`src/rtl/mmio_uart_tx_pkg.sv`:
```
// Shared definitions for the MMIO UART transmitter: default decode address,
// FSM state encoding and FIFO pointer sizing.
package mmio_uart_tx_pkg;

    localparam logic [31:0] MMIO_UART_TX_ADDR = 32'hFFFF_0000;

    typedef enum logic [1:0] {
        ST_IDLE  = 2'd0,
        ST_START = 2'd1,
        ST_DATA  = 2'd2,
        ST_STOP  = 2'd3
    } tx_state_e;

    // One extra pointer bit separates full from empty when the indices match.
    function automatic int ptr_width(input int depth);
        return $clog2(depth) + 1;
    endfunction

endpackage

```
`src/rtl/mmio_uart_tx_sync_fifo.sv`:
```
// Synchronous FIFO with first-word-fall-through output and registered full/empty.
module sync_fifo
    import mmio_uart_tx_pkg::*;
#(
    parameter int WIDTH = 8,
    parameter int DEPTH = 8
) (
    input  logic             clk,
    input  logic             rst,
    input  logic             push,
    input  logic             pop,
    input  logic [WIDTH-1:0] din,
    output logic [WIDTH-1:0] dout,
    output logic             full,
    output logic             empty
);
    localparam int AW = $clog2(DEPTH);
    localparam int PW = ptr_width(DEPTH);

    logic [PW-1:0]    wr_ptr, rd_ptr, wr_nxt, rd_nxt;
    logic [WIDTH-1:0] mem [DEPTH];
    logic             do_push, do_pop;

    // A pop on the same edge frees the slot, so a push into a full FIFO still lands.
    assign do_pop  = pop && !empty;
    assign do_push = push && (!full || do_pop);
    assign wr_nxt  = wr_ptr + PW'(do_push);
    assign rd_nxt  = rd_ptr + PW'(do_pop);
    assign dout    = mem[rd_ptr[AW-1:0]];

    always_ff @(posedge clk or negedge rst) begin
        if (!rst) begin
            wr_ptr <= '0;
            rd_ptr <= '0;
            full   <= 1'b0;
            empty  <= 1'b1;
        end else begin
            wr_ptr <= wr_nxt;
            rd_ptr <= rd_nxt;
            empty  <= (wr_nxt == rd_nxt);
            full   <= (wr_nxt[AW] != rd_nxt[AW]) && (wr_nxt[AW-1:0] == rd_nxt[AW-1:0]);
        end
    end

    always_ff @(posedge clk) begin
        if (do_push) mem[wr_ptr[AW-1:0]] <= din;
    end

endmodule

```
`src/rtl/mmio_uart_tx.sv`:
```
// Console UART transmitter: snoops CPU stores to TX_ADDR, queues the low byte,
// and sends each queued byte as an 8N1 frame, back to back when more are waiting.
module mmio_uart_tx
    import mmio_uart_tx_pkg::*;
#(
    parameter logic [31:0] TX_ADDR      = MMIO_UART_TX_ADDR,
    parameter int          CLKS_PER_BIT = 16,
    parameter int          FIFO_DEPTH   = 8
) (
    input  logic        clk,
    input  logic        rst,
    input  logic        mem_data_write,
    input  logic [31:0] mem_data_addr_bus,
    input  logic [31:0] mem_data_write_bus,
    output logic        uart_tx,
    output logic        tx_busy,
    output logic        fifo_full,
    output logic        fifo_empty,
    output logic [7:0]  drop_count
);
    localparam logic [15:0] BAUD_MAX = 16'(CLKS_PER_BIT - 1);

    tx_state_e   state;
    logic [15:0] baud_cnt;
    logic [2:0]  bit_idx;
    logic [7:0]  shreg, fifo_dout;
    logic        push_req, pop, baud_end;
    logic        unused_hi;

    assign push_req  = mem_data_write && (mem_data_addr_bus == TX_ADDR);
    assign baud_end  = (baud_cnt == BAUD_MAX);
    assign pop       = !fifo_empty && (state == ST_IDLE || (state == ST_STOP && baud_end));
    assign unused_hi = ^mem_data_write_bus[31:8];

    sync_fifo #(.WIDTH(8), .DEPTH(FIFO_DEPTH)) u_fifo (
        .clk   (clk),
        .rst   (rst),
        .push  (push_req),
        .pop   (pop),
        .din   (mem_data_write_bus[7:0]),
        .dout  (fifo_dout),
        .full  (fifo_full),
        .empty (fifo_empty)
    );

    always_ff @(posedge clk or negedge rst) begin
        if (!rst) begin
            drop_count <= 8'h00;
        end else if (push_req && fifo_full && !pop && drop_count != 8'hFF) begin
            drop_count <= drop_count + 8'h01;
        end
    end

    // uart_tx follows the state one cycle later, so each symbol lasts exactly
    // CLKS_PER_BIT cycles on the line even across gapless STOP->START hand-offs.
    always_ff @(posedge clk or negedge rst) begin
        if (!rst) begin
            state    <= ST_IDLE;
            baud_cnt <= '0;
            bit_idx  <= '0;
            shreg    <= '0;
            uart_tx  <= 1'b1;
            tx_busy  <= 1'b0;
        end else begin
            uart_tx <= (state == ST_START) ? 1'b0 :
                       (state == ST_DATA)  ? shreg[0] : 1'b1;
            case (state)
                ST_IDLE: begin
                    baud_cnt <= '0;
                    if (!fifo_empty) begin
                        shreg   <= fifo_dout;
                        state   <= ST_START;
                        tx_busy <= 1'b1;
                    end
                end
                ST_START: begin
                    if (baud_end) begin
                        baud_cnt <= '0;
                        bit_idx  <= '0;
                        state    <= ST_DATA;
                    end else begin
                        baud_cnt <= baud_cnt + 16'd1;
                    end
                end
                ST_DATA: begin
                    if (baud_end) begin
                        baud_cnt <= '0;
                        shreg    <= shreg >> 1;
                        if (bit_idx == 3'd7) state <= ST_STOP;
                        else bit_idx <= bit_idx + 3'd1;
                    end else begin
                        baud_cnt <= baud_cnt + 16'd1;
                    end
                end
                ST_STOP: begin
                    if (baud_end) begin
                        baud_cnt <= '0;
                        if (!fifo_empty) begin
                            shreg <= fifo_dout;
                            state <= ST_START;
                        end else begin
                            state   <= ST_IDLE;
                            tx_busy <= 1'b0;
                        end
                    end else begin
                        baud_cnt <= baud_cnt + 16'd1;
                    end
                end
                default: state <= ST_IDLE;
            endcase
        end
    end

endmodule

```
`config.mk`:
```
export PLATFORM = sky130hd
export DESIGN_NAME = mmio_uart_tx
export DESIGN_NICKNAME = d
export VERILOG_FILES = /design/src/rtl/mmio_uart_tx_pkg.sv /design/src/rtl/mmio_uart_tx_sync_fifo.sv /design/src/rtl/mmio_uart_tx.sv
export SDC_FILE = /design/constraint.sdc
export NUM_CORES = 1
export LEC_CHECK = 0
export ABC_CLOCK_PERIOD_IN_PS = 5200
export CAP_MARGIN = 15
export CORE_MARGIN = 4
export CORE_UTILIZATION = 55
export DETAILED_ROUTE_END_ITERATION = 8
export PLACE_DENSITY = 0.81
export SYNTH_ARGS = -nofsm -noshare
export SYNTH_HDL_FRONTEND = slang
export SYNTH_HIERARCHICAL = 1
export SYNTH_SLANG_ARGS = --single-unit
```
`constraint.sdc`:
```
create_clock -name clk -period 5.2 [get_ports clk]
set_input_delay 0.52 -clock clk [delete_from_list [all_inputs] [get_ports clk]]
set_output_delay 0.52 -clock clk [all_outputs]
set_load 0.05 [all_outputs]
```
After elaboration in Yosys (flattened, before gate mapping)
Memory sizes are Yosys's and may differ from the RTL's.
Index checks and enable logic that the tools add are counted.

storage, ports and cells
  flip-flop bits (word level) = 49
  RAM bits = 64
  bits of input ports = 67
  output and inout bits = 12
  word-level logic and storage cells = 82
  memories kept = 1

operators by class
  $add $sub $neg = 5
  equality and inequality tests = 17
  multiplexer cells = 25
  reduce and logical (&&, ||, !) cells = 23

memories
  name        words  width  rd ports  clocked after memory_dff  wr ports  RTL line                      RTL
  u_fifo.mem  8      8      1         0                         1         mmio_uart_tx_sync_fifo.sv:21  logic [WIDTH-1:0] mem [DEPTH];

operator list
  operator                 count
  $eq A32 B32 Y1 const B   1
  $pmux W16 S2             1
  $mux W8                  3
  $pmux W8 S3              1
  $add A16 B1 Y16 const B  1
  $eq A16 B4 Y1 const B    1
  $mux W16                 1
  $mux W2                  5
  $ne A2 B2 Y1 const B     5
  $logic_and A1 B1 Y1      9
  $mux W3                  3
  $add A4 B1 Y4            2
  $add A8 B1 Y8 const B    1
  $mux W1                  8
  $ne A8 B8 Y1 const B     1
  $pmux W2 S4              1
  $reduce_and A4 Y1        2
  $pmux W3 S2              1
  $reduce_and A5 Y1        1
  $eq A2 B2 Y1 const B     2
  $eq A4 B4 Y1             1
  $ne A2 B1 Y1 const B     2
  $reduce_bool A2 Y1       2
  $add A3 B1 Y3 const B    1
  11 further kinds         14

Longest topological paths before layout
Gate-level depths: netlist (run 1).

  depth after elaboration = 10
  depth in mapped cells = 13
  gate-level depth less buffers = 12

Cells and area by module
The synthesis (run 1) kept the hierarchy.

modules (own cells, without submodules)
  module        instances  cells each  area an instance (um^2)  sequential area each (um^2)
  sync_fifo     1          138         2955.3                   2173.3
  mmio_uart_tx  1          220         2188.3                   977.2

Worst setup path before layout (run 1)
OpenSTA, ideal clock, no wires.

  path type = input-to-reg
  start point = input port mem_data_addr_bus[1]
  end point = register u_fifo.full
  library setup time = 0.073 ns
  arrival = 2.688 ns
  data required time = 5.127 ns
  setup slack = 2.440 ns
  stages on the path = 10
  buffers on the path = 0
  path through = or4_4 -> nor4_4 -> and4_1 -> o21a_1 -> ha_1 -> ha_1 -> xor2_1 -> xor2_1 -> or3_1 -> nor2b_1

between the ends
  longest elaborated chain between the ends = 6
  elaborated cells between the ends (all ways) = 7
  those cells by class = 1 x add/sub; 3 x eq/ne; 3 x reduce/logical

ends and longest elaborated chain
  item                  RTL line                      RTL
  start, declared       mmio_uart_tx.sv:13            input logic [31:0] mem_data_addr_bus,
  $eq A32 B32 Y1        mmio_uart_tx.sv:30            assign push_req = mem_data_write && (mem_data_addr_bus == TX_ADDR);
  $logic_and A1 B1 Y1   mmio_uart_tx.sv:30
  via push_req          mmio_uart_tx.sv:27            logic push_req, pop, baud_end;
  $logic_and A1 B1 Y1   mmio_uart_tx_sync_fifo.sv:26  assign do_push = push && (!full || do_pop);
  $add A4 B1 Y4         mmio_uart_tx_sync_fifo.sv:27  assign wr_nxt = wr_ptr + PW'(do_push);
  via u_fifo.wr_nxt[2]  mmio_uart_tx_sync_fifo.sv:20  logic [PW-1:0] wr_ptr, rd_ptr, wr_nxt, rd_nxt;
  $eq A3 B3 Y1          mmio_uart_tx_sync_fifo.sv:41  full <= (wr_nxt[AW] != rd_nxt[AW]) && (wr_nxt[AW-1:0] == rd_nxt[AW-1:0]);
  $logic_and A1 B1 Y1   mmio_uart_tx_sync_fifo.sv:41
  end signal, assigned  mmio_uart_tx_sync_fifo.sv:41
  end, declared         mmio_uart_tx_sync_fifo.sv:14  output logic full,

The timed path passes the listed nets, and every way through them passes these cells.
A chain may end at the register's enable or synchronous reset.

Final worst setup path (run 1)
  start point = register baud_cnt[11]
  end point = memory u_fifo.mem[4][5], enable pin

between the ends
  longest elaborated chain between the ends = 9

ends and longest elaborated chain
  item                           RTL line                      RTL
  start, declared                mmio_uart_tx.sv:24            logic [15:0] baud_cnt;
  start signal, assigned         mmio_uart_tx.sv:82            baud_cnt <= baud_cnt + 16'd1;
  start signal, assigned         mmio_uart_tx.sv:92            baud_cnt <= baud_cnt + 16'd1;
  start signal, assigned         mmio_uart_tx.sv:106           baud_cnt <= baud_cnt + 16'd1;
  $eq A16 B4 Y1                  mmio_uart_tx.sv:31            assign baud_end = (baud_cnt == BAUD_MAX);
  $logic_and A1 B1 Y1            mmio_uart_tx.sv:32            assign pop = !fifo_empty && (state == ST_IDLE || (state == ST_STOP && baud_end));
  $logic_or A1 B1 Y1             mmio_uart_tx.sv:32
  $logic_and A1 B1 Y1            mmio_uart_tx.sv:32
  via pop                        mmio_uart_tx.sv:27
  $logic_and A1 B1 Y1            mmio_uart_tx_sync_fifo.sv:25  assign do_pop = pop && !empty;
  $logic_or A1 B1 Y1             mmio_uart_tx_sync_fifo.sv:26
  $logic_and A1 B1 Y1            mmio_uart_tx_sync_fifo.sv:26
  $mux W1                        mmio_uart_tx_sync_fifo.sv:46  if (do_push) mem[wr_ptr[AW-1:0]] <= din;
  $mux W1 (implied by the code)  mmio_uart_tx_sync_fifo.sv:46
  end, declared                  mmio_uart_tx_sync_fifo.sv:21

The timed path passes the listed nets, and every way through them passes these cells.

==> results of run 1 <==
[state kept, by name, indices dropped and copies added, names as in the netlist]
name and count:
u_fifo/full 1, u_fifo/rd_ptr 4, uart_tx 1, u_fifo/empty 1, bit_idx 3, state 2
u_fifo/mem 64, drop_count 8, shreg 8, u_fifo/wr_ptr 4, tx_busy 1, baud_cnt 16
[layer usage]
metal	track usage, %	vias to the layer above	part of all wire, %
met3	5.62	17	3.7
met5	0	-	0
met2	34.1	59	53
li1	-	1499	-
met1	23.4	1541	42
met4	6.84	0	1.5
[worst register-to-register path, stage by stage, from the launching register on]
cell,delay (ns)
dfrtp_1,0.43
nor4_1,0.55
nand4_2,0.33
o21ai_0,0.24
nor2b_1,0.26
o21a_1,0.23
nand2b_1,0.13
nor2_1,0.76
[where the power goes]
| group | leakage [nW] | internal (mW) | switching, mW |
|---|---|---|---|
| logic | 1.08 | 0.0315 | 0.0216 |
| clock network | 0.264 | 0.674 | 0.392 |
| registers | 1.22 | 0.950 | 0.000000000414 |
[how the worst min path moves through the flow]
stage	startpoint	end	slack, ns	cells after the start
detailed placement	baud_cnt[0]	baud_cnt[0]	0.46	1
global placement	baud_cnt[0]	baud_cnt[0]	0.45	1
floorplan	rst	baud_cnt[0]	0.22	0
finish	rst	drop_count[6]	0.02	1
CTS	rst	drop_count[6]	0.22	1
global route	rst	drop_count[6]	0.04	1
[final cells by class]
type	instances	area share, %
well taps	111	2.19
flip-flops and latches	113	49.6
clock inverters	15	2.24
inverters	9	0.531
clock buffers	17	6.52
multi-input cells	227	29.9
repair buffers	57	9.09
[synth_stat cells (2+ instances only)]
master    instances  area, sq um
a21oi_1           4         20.0
a22oi_1           2         15.0
and3_1            6         37.5
buf_2             3         15.0
clkbuf_1          4         15.0
dfrtp_1          47         1180
dfstp_2           2         52.6
edfxtp_1         64         1920
ha_1             13          163
inv_1             9         33.8
mux2_1            2         22.5
mux2_2            8         90.1
mux2i_1           7         70.1
mux4_1           15          394
nand2_1          21         78.8
nand2b_1          8         50.1
nand3_1          14         70.1
nand4_1          10         62.6
nand4_2           2         25.0
nor2_1           28          105
nor2b_1           3         18.8
nor3_1            8         40.0
nor4_1            7         43.8
o211ai_1          2         15.0
o21ai_0           5         25.0
o21ai_1           8         40.0
or3_1             2         12.5
or4_1             3         22.5
or4b_1            2         20.0
xnor2_1           7         61.3
xor2_1           21          184
[logic make-up after synthesis]
logic type	synth area share, %
and+or+nand+nor	14.0
xor gates and xnor gates	4.77
muxes	11.7
DFF	61.3
buffers and inverters	1.85
AOI/OAI and AO/OA	3.36
adders and majority gates	3.16
[per-stage QoR]
step / setup slack, ns / utilization [%] / cells / power [mW] / instance area (sq um)
final: 1.90 / 69.4 / 549 / 2.07 / 6360
after detailed placement: 1.76 / 63.1 / 516 / 1.02 / 5770
after floorplan: 2.44 / - / 358 / 0.970 / 5140
after global routing: 1.62 / 69.4 / 549 / 2.14 / 6360
after CTS: 1.87 / 69.1 / 548 / 2.09 / 6330
after global placement: 1.81 / 63.1 / 516 / 1.02 / 5770
==> run summary, run 1 <==
Outcome: finished clean
CORE AREA: 9150 sq um
Share of layout cells above drive strength 1: 12.1%
Sequential-to-total area share from yosys stat: 61.3%
Crit path required time: 5.33 ns
DP Wirelength: 6.81 mm
Vias: 3116
Worst Path Buf+Inv: 0
Syn Area/Cell: 14.4 sq um
Reg clk slew, reported paths: 0.05 ns
Global placement routability congestion: 0.784
Syn Std Cell Area: 5140 sq um
Fin Hold WS: 0.0174 ns
Post-CTS Setup Repair Bufs: 0
Slowest cell on crit path: nor2_1
Most frequent cells in the layout: 64 x edfxtp_1, 53 x clkdlybuf4s50_1, 47 x dfrtp_1
I/O Pins: 79
Count of final setup violators: 0
Drt first pass iters: 6
Arrival time worst endpoint: 3.43 ns
Register-to-register setup slack: 1.90 ns
TritonCTS clock tree: built
Worst Setup SP: baud_cnt[11]
Synth Instances: 358
Antenna cells: 0
Leakage: 2.56 nW
Clk_lat worst skew: 0.52 ns
Multi-input gate area: 1900 sq um
Hold/Removal Path Class: primary input to async pin
Crit path cell chain: nor4_1 > nand4_2 > o21ai_0 > nor2b_1 > o21a_1 > nand2b_1 > nor2_1
First-pass GRT wire length: 16.5 mm
Synth warnings: 6
Antenna-violating nets left: 0
IO buf count: 54
CP startpoint kind: flip-flop
Final period utilization: 63.5%
Slew @ Worst Pin: 0.977 ns
F_max: 0.303 GHz
Synth cell types: 52
CP Max Fanout: 10
WP depth: 7
Seq. cell area: 3150 sq um
Cts bufs inserted: 17
Clock tree buffer depth: 2
Total Wirelength: 9.93 mm
Die height: 105 microns
FF+latch count, synth: 113
Crit Path Class: flip-flop to flip-flop
Core Rows: 35
TNS Setup: 0 ns
Remaining DRCs: 0
Worst r2r src: baud_cnt[11]
Post-CTS sizing: 0
H-Tree Depth: 4
CTS Sinks: 113
Final Hold Fails: 0
Max-cap violations: 0
Wire per inst: 18.1 microns
Syn-to-layout area delta: 23.6%
RSZ-0062 raised after global routing: no
Post-synth EDFFs: 64
Syn_nets: 438
Crit path to: u_fifo/mem[4][5]
Largest stage delay on the critical path: 0.76 ns
Most common cell after layout, fill and taps aside: edfxtp_1
Layout fillers: 649
Vias in the first global route: 3296
Crit. End Element: flip-flop
Initial antenna violation count: 0
Tmin final: 3.30 ns
Areal power density over the cells: 326 nW/um^2
CP delay by family, top: simple AND/OR/NAND/NOR gates
Reg2reg end: u_fifo/mem[4][5]
Vias/cell: 5.68
Chip Width: 105 microns
Synth Flop Type: edfxtp_1
Die area: 11000 sq um
CTS Hold Bufs: 0
Worst reg2reg path depth: 7
Root Buffer: clkbuf_8
Ys async rst share: 43.4%
Gr usage total: 19.6%
Gr ovfl total: 0
Fin. max-slew vios: 0
Clock Skew: 0.00766 ns
Initial drt markers: 127
Nets: 505
Max-slew headroom: 34.7%
Worst ir drop on vdd: 0.316 mV
Initial core utilization: 56.2%
Largest net degree at the start of global routing: 50
No activity file was read; power rests on OpenSTA's default activity.
==> run 2: changes to the inputs <==
--- a/config.mk
+++ b/config.mk
@@ -5,12 +5,12 @@
 export SDC_FILE = /design/constraint.sdc
 export NUM_CORES = 1
 export LEC_CHECK = 0
-export ABC_CLOCK_PERIOD_IN_PS = 5200
+export ABC_CLOCK_PERIOD_IN_PS = 2700
 export CAP_MARGIN = 15
 export CORE_MARGIN = 4
-export CORE_UTILIZATION = 55
+export CORE_UTILIZATION = 49
 export DETAILED_ROUTE_END_ITERATION = 8
-export PLACE_DENSITY = 0.81
+export PLACE_DENSITY = 0.76
 export SYNTH_ARGS = -nofsm -noshare
 export SYNTH_HDL_FRONTEND = slang
 export SYNTH_HIERARCHICAL = 1
==> constraint.sdc (replaced) <==
create_clock -name clk -period 2.7 [get_ports clk]
set_input_delay 0.27 -clock clk [delete_from_list [all_inputs] [get_ports clk]]
set_output_delay 0.27 -clock clk [all_outputs]
set_load 0.05 [all_outputs]
==> run summary, run 2 (same netlist as run 1, synthesis figures left out) <==
Clock tree buffer depth: 2
CORE AREA: 10300 sq um
CTS Sinks: 113
Multi-input gate area: 1970 sq um
Vias: 3244
H-Tree Depth: 4
Largest net degree at the start of global routing: 50
Antenna-violating nets left: 0
Tmin final: 2.56 ns
Hold/Removal Path Class: primary input to async pin
CP startpoint kind: flip-flop
Final worst slack: 0.135 ns
Wire per inst: 16.3 microns
Final period utilization: 95.0%
Layout fillers: 737
Crit Path Class: flip-flop to flip-flop
Die height: 110 microns
Reg clk slew, reported paths: 0.06 ns
Count of final setup violators: 0
Placed Instances: 576
Vias/cell: 5.30
Slowest cell on crit path: dfrtp_1
Initial antenna violation count: 0
F_max: 0.390 GHz
Cell Count, Final, Fillers Out: 612
Setup WS pre-CTS: -0.370 ns
Gr ovfl total: 0
Total Wirelength: 10.0 mm
Crit. End Element: flip-flop
Initial drt markers: 155
Seq. cell area: 3150 sq um
First-pass GRT wire length: 16.6 mm
Crit path required time: 3.15 ns
Worst ir drop on vdd: 0.737 mV
DP Wirelength: 6.83 mm
TritonCTS clock tree: built
Most common cell after layout, fill and taps aside: edfxtp_1
Crit path cell chain: nor4_2 > buf_4 > nand4_4 > o21ai_2 > nor2b_4 > o21a_1 > ha_2 > ha_4 > xor2_4 > xor2_1 > or3_1 > nor2b_1
Most frequent cells in the layout: 64 x edfxtp_1, 53 x clkdlybuf4s50_1, 47 x dfrtp_1
Core Rows: 37
Slew @ Worst Pin: 0.631 ns
Global placement routability congestion: 0.816
Antenna cells: 0
CP Max Fanout: 2
Final core utilization: 65.8%
Fin. max-slew vios: 0
Remaining DRCs: 0
I/O Pins: 79
Largest stage delay on the critical path: 0.39 ns
Max-slew headroom: 58.0%
Nets: 544
Leakage: 2.76 nW
Worst r2r src: baud_cnt[13]
Arrival time worst endpoint: 3.01 ns
Final Hold Fails: 0
Clock Skew: 0.00715 ns
IO buf count: 54
Vias in the first global route: 3416
Clk_lat worst skew: 0.52 ns
Outcome: finished clean
Cts bufs inserted: 17
Areal power density over the cells: 590 nW/um^2
Drt first pass iters: 4
Root Buffer: clkbuf_8
Register-to-register setup slack: 0.14 ns
Largest register FFs: 64
Worst Path Buf+Inv: 1
Max-cap violations: 0
Reg2reg end: u_fifo/full
Share of layout cells above drive strength 1: 21.2%
Chip Width: 110 microns
Worst reg2reg path depth: 12
Syn-to-layout area delta: 31.4%
CP delay by family, top: simple AND/OR/NAND/NOR gates
Die area: 12200 sq um
Gr usage total: 17.2%
Initial core utilization: 50.0%
-- run 2: what timing repair did --
action	4_1_cts	5_1_grt
resized for setup	4	6
setup endpoints to repair	2	2
hold buffers	1	0
setup buffers	0	3
hold endpoints to repair	47	0
cloned	0	0
pin swaps	1	4
-- run 2: worst max-delay path by stage --
stage	from	to	cells after the start
global placement	mem_data_addr_bus[1]	u_fifo/full	11
finish	baud_cnt[13]	u_fifo/full	12
CTS	baud_cnt[7]	u_fifo/full	12
detailed placement	mem_data_addr_bus[1]	u_fifo/full	11
global route	baud_cnt[13]	u_fifo/full	12
floorplan	baud_cnt[0]	u_fifo/full	13
-- run 2: layout make-up --
| class | instances | share of cell area (%) |
|---|---|---|
| sequential | 113 | 46.6 |
| multi-input combinational | 227 | 29.2 |
| timing repair buffer | 96 | 12.9 |
| clock buffer | 17 | 6.13 |
| tap | 136 | 2.52 |
| clock inverter | 14 | 2.11 |
| inverter | 9 | 0.500 |
-- run 2: routing by layer --
layer  up-vias  wire length (microns)  GRT usage, %
met2        52                   5360          29.1
met3        12                    345          4.66
met5         -                      0             0
met1      1604                   4160          20.8
li1       1576                      -             -
met4         0                    127          7.06
-- run 2: where the power goes --
group,switching (mW),internal [mW],leakage (nW)
clock,0.754,1.30,0.261
sequential,0.00000000102,1.83,1.22
combinational,0.0417,0.0628,1.28
total,0.796,3.19,2.76
-- run 2: worst register-to-register path: stages, from the launching register on --
cell,delay (ns)
dfrtp_1,0.39
nor4_2,0.29
buf_4,0.17
nand4_4,0.10
o21ai_2,0.13
nor2b_4,0.18
o21a_1,0.17
ha_2,0.22
ha_4,0.16
xor2_4,0.17
xor2_1,0.09
or3_1,0.33
nor2b_1,0.11
-- run 2: stage by stage --
step	total power, mW	cell area, sq um	hold WS (ns)	setup TNS, ns
floorplan	1.87	5170	-0.0256	0
global placement	1.96	6090	0.451	-1.07
detailed placement	1.96	6090	0.478	-1.51
CTS	4.02	6670	0.444	0
global route	4.12	6760	0.383	-0.0534
finish	3.99	6760	0.305	0
==> run 3: changes to the inputs <==
--- a/config.mk
+++ b/config.mk
@@ -7,10 +7,12 @@
 export LEC_CHECK = 0
 export ABC_CLOCK_PERIOD_IN_PS = 2700
 export CAP_MARGIN = 15
+export CELL_PAD_IN_SITES_DETAIL_PLACEMENT = 1
+export CELL_PAD_IN_SITES_GLOBAL_PLACEMENT = 2
 export CORE_MARGIN = 4
-export CORE_UTILIZATION = 49
+export CORE_UTILIZATION = 34
 export DETAILED_ROUTE_END_ITERATION = 8
-export PLACE_DENSITY = 0.76
+export PLACE_DENSITY_LB_ADDON = 0.1
 export SYNTH_ARGS = -nofsm -noshare
 export SYNTH_HDL_FRONTEND = slang
 export SYNTH_HIERARCHICAL = 1
==> run summary, run 3 (same netlist as run 1, synthesis figures left out) <==
Vias in the first global route: 3555
Final worst slack: 0.0567 ns
Slew @ Worst Pin: 0.634 ns
Final period utilization: 97.9%
Cts bufs inserted: 17
Die area: 17200 sq um
Antenna-violating nets left: 0
Arrival time worst endpoint: 3.00 ns
Vias: 3295
Crit path cell chain: clkdlybuf4s50_1 > or4_1 > nor4_4 > and4_1 > o21a_1 > ha_2 > ha_4 > xor2_2 > xor2_1 > or3_1 > nor2_1
Tmin final: 2.64 ns
Outcome: finished clean
CP Max Fanout: 2
Met2 routed wirelength: 6.35 mm
DP Wirelength: 8.44 mm
Die height: 131 microns
Placed Area: 6200 sq um
Fin. max-slew vios: 0
Root Buffer: clkbuf_16
Gr usage total: 15.3%
Drt first pass iters: 4
Largest net degree at the start of global routing: 28
Setup WS pre-CTS: -0.492 ns
Largest stage delay on the critical path: 0.57 ns
RSZ-0062 raised after global routing: yes
Initial antenna violation count: 0
Metal3 WL: 343 microns
Most frequent cells in the layout: 64 x edfxtp_1, 53 x clkdlybuf4s50_1, 47 x dfrtp_1
CTS Sinks: 113
Wire per inst: 17.9 microns
Total Wirelength: 11.9 mm
Most common cell after layout, fill and taps aside: edfxtp_1
Slowest cell on crit path: or4_1
I/O Pins: 79
H-Tree Depth: 4
Tot Pwr: 4.13 mW
Global placement routability congestion: 0.713
CORE AREA: 14700 sq um
Chip Width: 131 microns
Max Used Layer: met4
Met1 Routed Length: 5.02 mm
TritonCTS clock tree: built
Nets: 549
CP startpoint kind: primary input
Hold/Removal Path Class: primary input to async pin
Final Hold Fails: 0
Max-slew headroom: 57.7%
Crit Path Class: primary input to flip-flop
Worst ir drop on vdd: 0.526 mV
CP delay by family, top: simple AND/OR/NAND/NOR gates
F_max: 0.378 GHz
Largest register FFs: 64
Clk_lat worst skew: 0.42 ns
Max-cap violations: 0
Crit. End Element: flip-flop
Syn-to-layout area delta: 33.2%
Worst Path Buf+Inv: 1
Vias/cell: 4.95
Fin Hold WS: 0.369 ns
Gr ovfl total: 0
Leakage: 2.79 nW
Remaining DRCs: 0
Initial core utilization: 35.0%
First-pass GRT wire length: 19.1 mm
Count of final setup violators: 0
Reg clk slew, reported paths: 0.06 ns
Crit path required time: 3.06 ns
Initial drt markers: 90
Final instance area: 6850 sq um
Clock tree buffer depth: 2
Areal power density over the cells: 603 nW/um^2
Clock Skew: 0.00760 ns
TNS Setup: 0 ns
Core Rows: 44
Register-to-register setup slack: 0.11 ns
Share of layout cells above drive strength 1: 22.2%
IO buf count: 54
Antenna cells: 0
-- run 3: cell type report --
| class | instances | area, sq um |
|---|---|---|
| well taps | 184 | 230 |
| inverters | 9 | 33.8 |
| clock inverters | 14 | 155 |
| flip-flops and latches | 113 | 3150 |
| multi-input cells | 227 | 1960 |
| repair buffers | 101 | 891 |
| fillers | 1481 | 7850 |
| clock buffers | 17 | 425 |
-- run 3: worst paths after layout --
path	endpoint	cells after the start	startpoint
min	state[1]	2	rst
max in group asynchronous	u_fifo/empty	3	rst
max reg2reg	u_fifo/empty	12	baud_cnt[7]
min reg2reg	shreg[1]	2	shreg[1]
min in group clk	shreg[1]	2	shreg[1]
max	u_fifo/empty	11	mem_data_addr_bus[2]
-- run 3: power breakdown --
part           internal (mW)  total, mW  switching [mW]
Clock                   1.36       2.19           0.832
Sequential              1.83       1.83   0.00000000115
Combinational         0.0606      0.104          0.0434
-- run 3: layer usage --
layer  GRT usage [%]  vias to the layer above
met5               0                        -
met4            6.35                        0
met3            4.51                       18
met2            26.7                       36
met1            17.4                     1641
li1                -                     1600
-- run 3: repair_timing --
item | 4_1_cts | 5_1_grt
buffers inserted | 1 | 1
hold endpoints to repair | 21 | 0
pin swaps | 4 | 3
hold buffers | 1 | 0
resized for setup | 7 | 2
setup endpoints to repair | 2 | 7
-- run 3: worst reg2reg max path: cells and delay by family, from the launching register on --
kind,cells,cell delay [ns]
DFF,1,0.38
buffers and inverters,1,0.17
adders and majority gates,2,0.36
AOI/OAI and AO/OA,2,0.32
xor gates and xnor gates,2,0.26
and+or+nand+nor,5,1.04
-- run 3: through the flow --
step           util, %  cells
5_1_grt           46.6    665
3_3_place_gp      42.2    631
6_report          46.6    665
2_1_floorplan        -    358
3_5_place_dp      42.2    631
4_1_cts           46.4    664
